<file path="src/rtl/uart_rx_pkg.sv">
// uart_rx_pkg: frame limits, receiver state encoding and word-length clamp shared by the UART blocks.
package uart_rx_pkg;

    localparam int UART_MIN_BITS = 5;
    localparam int UART_MAX_BITS = 16;

    typedef enum logic [2:0] {
        S_IDLE,
        S_START,
        S_DATA,
        S_PARITY,
        S_STOP1,
        S_STOP2,
        S_BREAK
    } rx_state_t;

    function automatic logic [4:0] clamp_bits(input logic [4:0] b);
        return b < 5'(UART_MIN_BITS) ? 5'(UART_MIN_BITS) :
               b > 5'(UART_MAX_BITS) ? 5'(UART_MAX_BITS) : b;
    endfunction

endpackage

</file>
<file path="src/rtl/uart_rx_if.sv">
// uart_rx_if: serial line, frame configuration and received-word outputs of the UART receiver.
interface uart_rx_if #(
    parameter int DATA_WIDTH = 16,
    parameter int DIV_WIDTH  = 16
);
    import uart_rx_pkg::*;

    logic                  rx;
    logic [4:0]            bits_per_word;
    logic [DIV_WIDTH-1:0]  clk_div;
    logic                  parity_en;
    logic                  parity_evan_odd;
    logic                  two_stop_bit;
    logic [DATA_WIDTH-1:0] data_out;
    logic                  valid;
    logic                  parity_err;
    logic                  frame_err;
    logic                  busy;

    modport master (
        output rx, bits_per_word, clk_div, parity_en, parity_evan_odd, two_stop_bit,
        input  data_out, valid, parity_err, frame_err, busy
    );

    modport slave (
        input  rx, bits_per_word, clk_div, parity_en, parity_evan_odd, two_stop_bit,
        output data_out, valid, parity_err, frame_err, busy
    );

endinterface

</file>
<file path="src/rtl/uart_baud_cnt.sv">
// uart_baud_cnt: loadable bit-period down-counter; expire marks count==1 and reloads value.
module uart_baud_cnt
    import uart_rx_pkg::*;
#(
    parameter int WIDTH = 16
) (
    input  logic             clk,
    input  logic             rst,
    input  logic             load,
    input  logic             en,
    input  logic [WIDTH-1:0] value,
    output logic             expire
);

    logic [WIDTH-1:0] cnt;

    assign expire = en && cnt == WIDTH'(1);

    always_ff @(posedge clk) begin
        if (rst)
            cnt <= '0;
        else if (load)
            cnt <= value;
        else if (en)
            cnt <= expire ? value : cnt - WIDTH'(1);
    end

endmodule

</file>
<file path="src/rtl/uart_rx.sv">
// uart_rx: UART receiver; synchronises rx, samples each bit at its mid-point and
// delivers a right-aligned word with parity/frame flags on a one-cycle valid strobe.
module uart_rx
    import uart_rx_pkg::*;
#(
    parameter int DATA_WIDTH  = 16,
    parameter int DIV_WIDTH   = 16,
    parameter int SYNC_STAGES = 2
) (
    input logic     clk,
    input logic     rst,
    uart_rx_if.slave bus
);

    logic [SYNC_STAGES-1:0] sync;
    logic                   rxs;
    rx_state_t              state;
    logic [4:0]             nbits;
    logic [4:0]             idx;
    logic [DIV_WIDTH-1:0]   div_l;
    logic                   par_en_l;
    logic                   par_odd_l;
    logic                   two_stop_l;
    logic [DATA_WIDTH-1:0]  shreg;
    logic                   par_acc;
    logic                   perr_p;
    logic                   ferr_p;
    logic                   start;
    logic                   en;
    logic                   expire;
    logic [DIV_WIDTH-1:0]   cnt_val;

    assign rxs     = sync[SYNC_STAGES-1];
    assign start   = state == S_IDLE && !rxs && bus.clk_div >= DIV_WIDTH'(2);
    assign en      = state != S_IDLE && state != S_BREAK;
    // First expiry lands half a bit after the start edge; every later one a full bit apart.
    assign cnt_val = state == S_IDLE ? bus.clk_div >> 1 : div_l;

    uart_baud_cnt #(.WIDTH(DIV_WIDTH)) u_baud (
        .clk    (clk),
        .rst    (rst),
        .load   (start),
        .en     (en),
        .value  (cnt_val),
        .expire (expire)
    );

    always_ff @(posedge clk) begin
        if (rst) begin
            sync           <= '1;
            state          <= S_IDLE;
            nbits          <= '0;
            idx            <= '0;
            div_l          <= '0;
            par_en_l       <= 1'b0;
            par_odd_l      <= 1'b0;
            two_stop_l     <= 1'b0;
            shreg          <= '0;
            par_acc        <= 1'b0;
            perr_p         <= 1'b0;
            ferr_p         <= 1'b0;
            bus.data_out   <= '0;
            bus.valid      <= 1'b0;
            bus.parity_err <= 1'b0;
            bus.frame_err  <= 1'b0;
            bus.busy       <= 1'b0;
        end else begin
            sync      <= {sync[SYNC_STAGES-2:0], bus.rx};
            bus.valid <= 1'b0;
            case (state)
                S_IDLE: if (start) begin
                    state      <= S_START;
                    bus.busy   <= 1'b1;
                    nbits      <= clamp_bits(bus.bits_per_word);
                    div_l      <= bus.clk_div;
                    par_en_l   <= bus.parity_en;
                    par_odd_l  <= bus.parity_evan_odd;
                    two_stop_l <= bus.two_stop_bit;
                    idx        <= '0;
                    par_acc    <= 1'b0;
                    perr_p     <= 1'b0;
                    ferr_p     <= 1'b0;
                end
                S_START: if (expire) begin
                    state    <= rxs ? S_IDLE : S_DATA;
                    bus.busy <= !rxs;
                end
                S_DATA: if (expire) begin
                    shreg   <= {rxs, shreg[DATA_WIDTH-1:1]};
                    par_acc <= par_acc ^ rxs;
                    idx     <= idx + 5'd1;
                    if (idx + 5'd1 == nbits)
                        state <= par_en_l ? S_PARITY : S_STOP1;
                end
                S_PARITY: if (expire) begin
                    perr_p <= rxs != (par_acc ^ par_odd_l);
                    state  <= S_STOP1;
                end
                S_STOP1, S_STOP2: if (expire) begin
                    if (state == S_STOP1 && two_stop_l) begin
                        ferr_p <= !rxs;
                        state  <= S_STOP2;
                    end else begin
                        // Bits entered at the MSB end; shifting down right-aligns the word.
                        bus.data_out   <= shreg >> (5'(DATA_WIDTH) - nbits);
                        bus.valid      <= 1'b1;
                        bus.parity_err <= perr_p;
                        bus.frame_err  <= ferr_p | !rxs;
                        state          <= rxs ? S_IDLE : S_BREAK;
                        bus.busy       <= !rxs;
                    end
                end
                S_BREAK: if (rxs) begin
                    state    <= S_IDLE;
                    bus.busy <= 1'b0;
                end
                default: state <= S_IDLE;
            endcase
        end
    end

endmodule
</file>
<file path="src/flat_wrapper.sv">
// flat-port wrapper written by rule: the top's interface ports become plain ports
module uart_rx_flat import uart_rx_pkg::*;
#(
    parameter int DATA_WIDTH  = 16,
    parameter int DIV_WIDTH   = 16,
    parameter int SYNC_STAGES = 2
)
  (clk, rst, bus_rx, bus_bits_per_word, bus_clk_div, bus_parity_en, bus_parity_evan_odd, bus_two_stop_bit, bus_data_out, bus_valid, bus_parity_err, bus_frame_err, bus_busy);
  uart_rx_if #(.DATA_WIDTH(DATA_WIDTH), .DIV_WIDTH(DIV_WIDTH)) bus_i ();
  input logic clk;
  input logic rst;
  input wire logic [$bits(bus_i.rx)-1:0] bus_rx;
  input wire logic [$bits(bus_i.bits_per_word)-1:0] bus_bits_per_word;
  input wire logic [$bits(bus_i.clk_div)-1:0] bus_clk_div;
  input wire logic [$bits(bus_i.parity_en)-1:0] bus_parity_en;
  input wire logic [$bits(bus_i.parity_evan_odd)-1:0] bus_parity_evan_odd;
  input wire logic [$bits(bus_i.two_stop_bit)-1:0] bus_two_stop_bit;
  output wire logic [$bits(bus_i.data_out)-1:0] bus_data_out;
  output wire logic [$bits(bus_i.valid)-1:0] bus_valid;
  output wire logic [$bits(bus_i.parity_err)-1:0] bus_parity_err;
  output wire logic [$bits(bus_i.frame_err)-1:0] bus_frame_err;
  output wire logic [$bits(bus_i.busy)-1:0] bus_busy;
  assign bus_i.rx = bus_rx;
  assign bus_i.bits_per_word = bus_bits_per_word;
  assign bus_i.clk_div = bus_clk_div;
  assign bus_i.parity_en = bus_parity_en;
  assign bus_i.parity_evan_odd = bus_parity_evan_odd;
  assign bus_i.two_stop_bit = bus_two_stop_bit;
  assign bus_data_out = bus_i.data_out;
  assign bus_valid = bus_i.valid;
  assign bus_parity_err = bus_i.parity_err;
  assign bus_frame_err = bus_i.frame_err;
  assign bus_busy = bus_i.busy;
  uart_rx #(.DATA_WIDTH(DATA_WIDTH), .DIV_WIDTH(DIV_WIDTH), .SYNC_STAGES(SYNC_STAGES)) u_core (.clk(clk), .rst(rst), .bus(bus_i));
endmodule
</file>
<file path="config.mk">
export PLATFORM = sky130hd
export DESIGN_NAME = uart_rx_flat
export DESIGN_NICKNAME = d
export VERILOG_FILES = /design/src/rtl/uart_rx_pkg.sv /design/src/rtl/uart_rx_if.sv /design/src/rtl/uart_baud_cnt.sv /design/src/rtl/uart_rx.sv /design/src/flat_wrapper.sv
export SDC_FILE = /design/constraint.sdc
export NUM_CORES = 1
export LEC_CHECK = 0
export ABC_AREA = 1
export CORE_AREA = 2 2 97 99
export CTS_BUF_LIST = sky130_fd_sc_hd__clkbuf_2 sky130_fd_sc_hd__clkbuf_4 sky130_fd_sc_hd__clkbuf_8
export DETAILED_ROUTE_END_ITERATION = 7
export DIE_AREA = 0 0 99 101
export PLACE_DENSITY = 0.77
export REMOVE_ABC_BUFFERS = 1
export SETUP_SLACK_MARGIN = 0.02
export SYNTH_ARGS = -nofsm -noshare
export SYNTH_HDL_FRONTEND = slang
export SYNTH_SLANG_ARGS = --single-unit
export TNS_END_PERCENT = 5
</file>
<file path="constraint.sdc">
create_clock -name clk -period 2.1 [get_ports clk]
set_input_delay 0.315 -clock clk [delete_from_list [all_inputs] [get_ports clk]]
set_output_delay 0.315 -clock clk [all_outputs]
set_load 0.005 [all_outputs]
</file>
==> results.md <==
- Status: completed
- Average size of a mapped cell: approximately 6.6 µm²
- Power Dens Cells: approximately 1100 nW/µm²
- Die area: approximately 10000 µm²
- Worst clock skew: ~0.015 ns
- Final Hold Fails: 0
- Total track usage: a little over a quarter
- Core area: between 8000 and 9000 µm²
- EDFF count, synth: 0
- Synth top cells by count: nand2_1 (172), nor2_1 (98), dfxtp_1 (89), o21ai_0 (72)
- Most frequent cell after synthesis: nand2_1
- Fmax: between 0.5 and 0.6 GHz
- CTS tree: done
- Synth top area share: between 30 and 40%
- Area leader, netlist: dfxtp_1
- CP Capture Type: register
- Overall power: ~0.0065 W
- Worst-path fanout max: 9
- Sequential area share after synthesis: a little over a third
- Post-Syn Area: between 4000 and 5000 µm²
- H-tree depth: 3
- Clock Path Buffers: 2
- Row cnt: 35
- Initial antenna violation count: 0
- Layout cells sized above 1: 10.5%
- Largest net degree at the start of global routing: 51
- Final setup fails: 0
- RSZ-0062 raised after global routing: false
- HP Class: register to register
- Vias in the first global route: 4,954
- CP Launch Type: register
- Ratio of final minimum period to clock period: 91.1%
- # IOs: 47
- Detailed Route Iter0 Violations: approximately 300
- CTS buffer count: 9
- Reg area: about 1800 µm²
- Distinct cells, synth: 37
- Register bit total from synthesis: 89
- RD Place Congestion: around 0.94
- Synth-to-Final Area Change: 17.5%
- Share of async-settable or async-resettable flops after synthesis: 0%
- Minimum clock period: about 1.9 ns
- Synth Flop Type: dfxtp_1
- Area contributors post-synth: dfxtp_1 (36%), nand2_1 (13%), nor2_1 (7.5%)
- Synthesized instance count: roughly 740
- Worst VDD drop: about 0.00052 V
- Routed Antenna Nets: 0
- Max-cap violations: 0
- Pre-CTS WS: approximately 0.026 ns
- CTS Root Cell: clkbuf_8
- DRT Wirelength: 13.0 mm
- Wire per inst: ~14 µm
- Worst EP required: ~2.4 ns
- Clk sinks: 89
- Warnings, synthesis: 0
- Total grt overflow: 0
- Final nets: 826
- Final worst setup slack: roughly 0.19 ns
- Cts repair resizes: 0
- Final Util: approximately 64%
- Max transition margin: 71.6%
- Die Wd: around 99 µm
- Leak Pwr: between 2 and 2.5 nW
- Detail Placement HPWL: 9.63 mm
- Fillers: 827
- Worst-path clk slew: approximately 0.09 ns
- Multi-input logic area: ~2700 µm²
- Vias per std cell: between 5 and 6
- # hold bufs at CTS: 0
- Worst skew pair latency: 0.37 ns
- R2R setup slack: roughly 0.19 ns
- Diode count: 0
- Data arrival, critical path: roughly 2.2 ns
- Number of remaining DRC errors: 0
- # Post-CTS Setup Buffers: 0
- Placed Area: around 5600 µm²
- Worst Tran Pin Value: approximately 0.43 ns
- Fin. max-slew vios: 0
- DR vias: around 5,100
- Die height: 101 µm
- Post-route cell area: between 5000 and 6000 µm²
- First-pass GRT wire length: approximately 22 mm
- CP Class: register to register
- PortBufs: 46
- Effective utilization at floorplan: between 50% and 60%
- First-pass detailed-route iteration total: 5
- Final hold slack: between 0.4 and 0.5 ns
cells by family after synthesis:
kind of cell | share of synthesized area (%)
flip-flops | 36.2
multiplexers | 1.02
buffers and inverters | 8.09
AND/OR/NAND/NOR | 32.4
AO/OA/AOI/OAI | 18.4
XOR/XNOR | 2.83
adder cells (fa/ha/maj) | 1.02
cells in the final DEF (no fill, tap or decap), drive strengths merged:
cell type,netlist,layout
nor3,6,6
clkdlybuf4s50,0,46
xor2,12,12
a21oi,58,58
a22oi,2,2
clkinvlp,0,1
buf,16,26
dfxtp,89,89
o311ai,1,1
or2,7,7
o21a,1,1
inv,67,67
clkinv,0,4
nand3b,1,1
nor2,109,109
nand2,182,182
o211ai,12,12
nand3,48,48
clkbuf,15,11
mux2i,5,5
o21ai,87,87
and3,1,1
xnor2,3,3
ha,4,4
a211oi,5,5
o32ai,1,1
nand4,9,9
o22ai,2,2
report_power, final:
group          internal [W]  switching, W  leakage (nW)
Clock              0.000472      0.000617        0.0925
Sequential          0.00194      0.000262         0.723
Combinational       0.00118       0.00206          1.60
Total               0.00359       0.00294          2.42
layer usage:
layer	GRT usage (%)	part of all wire (%)
met3	4.37	4.5
met1	33.8	44
met5	0	0
met4	11.9	2.8
met2	46.9	48
stage by stage:
stage	TNS (ns)	instances
floorplan	-3.13	712
CTS	0	911
finish	0	911
global route	0	911
global placement	0	895
detailed placement	0	895
layout make-up:
class                      instances  area share, %
sequential                        89           30.8
tap                              111           2.40
inverter                          67           4.35
clock buffer                      11           2.51
clock inverter                     5          0.541
multi-input combinational        556           47.4
timing repair buffer              72           12.0
final timing paths:
check / from / endpoint / depth (start not counted)
setup / recovery: u_core.nbits[1] / u_core.bus.data_out[1] / 11
hold / removal: u_core.sync[0] / u_core.sync[1] / 1
setup reg to reg: u_core.nbits[1] / u_core.bus.data_out[1] / 11
hold reg to reg: u_core.sync[0] / u_core.sync[1] / 1
critical path, stage by stage, from the launching register on:
cell and delay (ns):
dfxtp_1 0.35, inv_1 0.09, ha_1 0.32, inv_2 0.08, buf_4 0.17, o21ai_0 0.29, nand2_1 0.08, o21ai_0 0.14
nand2_1 0.10, nand2_1 0.08, nand2_1 0.04, a21oi_1 0.12
state kept, by name (all words and copies together), names as in the netlist:
| signal | cells |
|---|---|
| u_core.par_acc | 1 |
| u_core.nbits | 5 |
| u_core.shreg | 16 |
| u_core.u_baud.cnt | 16 |
| u_core.bus.parity_err | 1 |
| u_core.bus.frame_err | 1 |
| u_core.par_en_l | 1 |
| u_core.div_l | 16 |
| u_core.bus.data_out | 16 |
| u_core.bus.busy | 1 |
| u_core.idx | 5 |
| u_core.ferr_p | 1 |
| u_core.par_odd_l | 1 |
| u_core.bus.valid | 1 |
| u_core.sync | 2 |
| u_core.state | 3 |
| u_core.perr_p | 1 |
| u_core.two_stop_l | 1 |
Power figures use the tool's default switching activity.
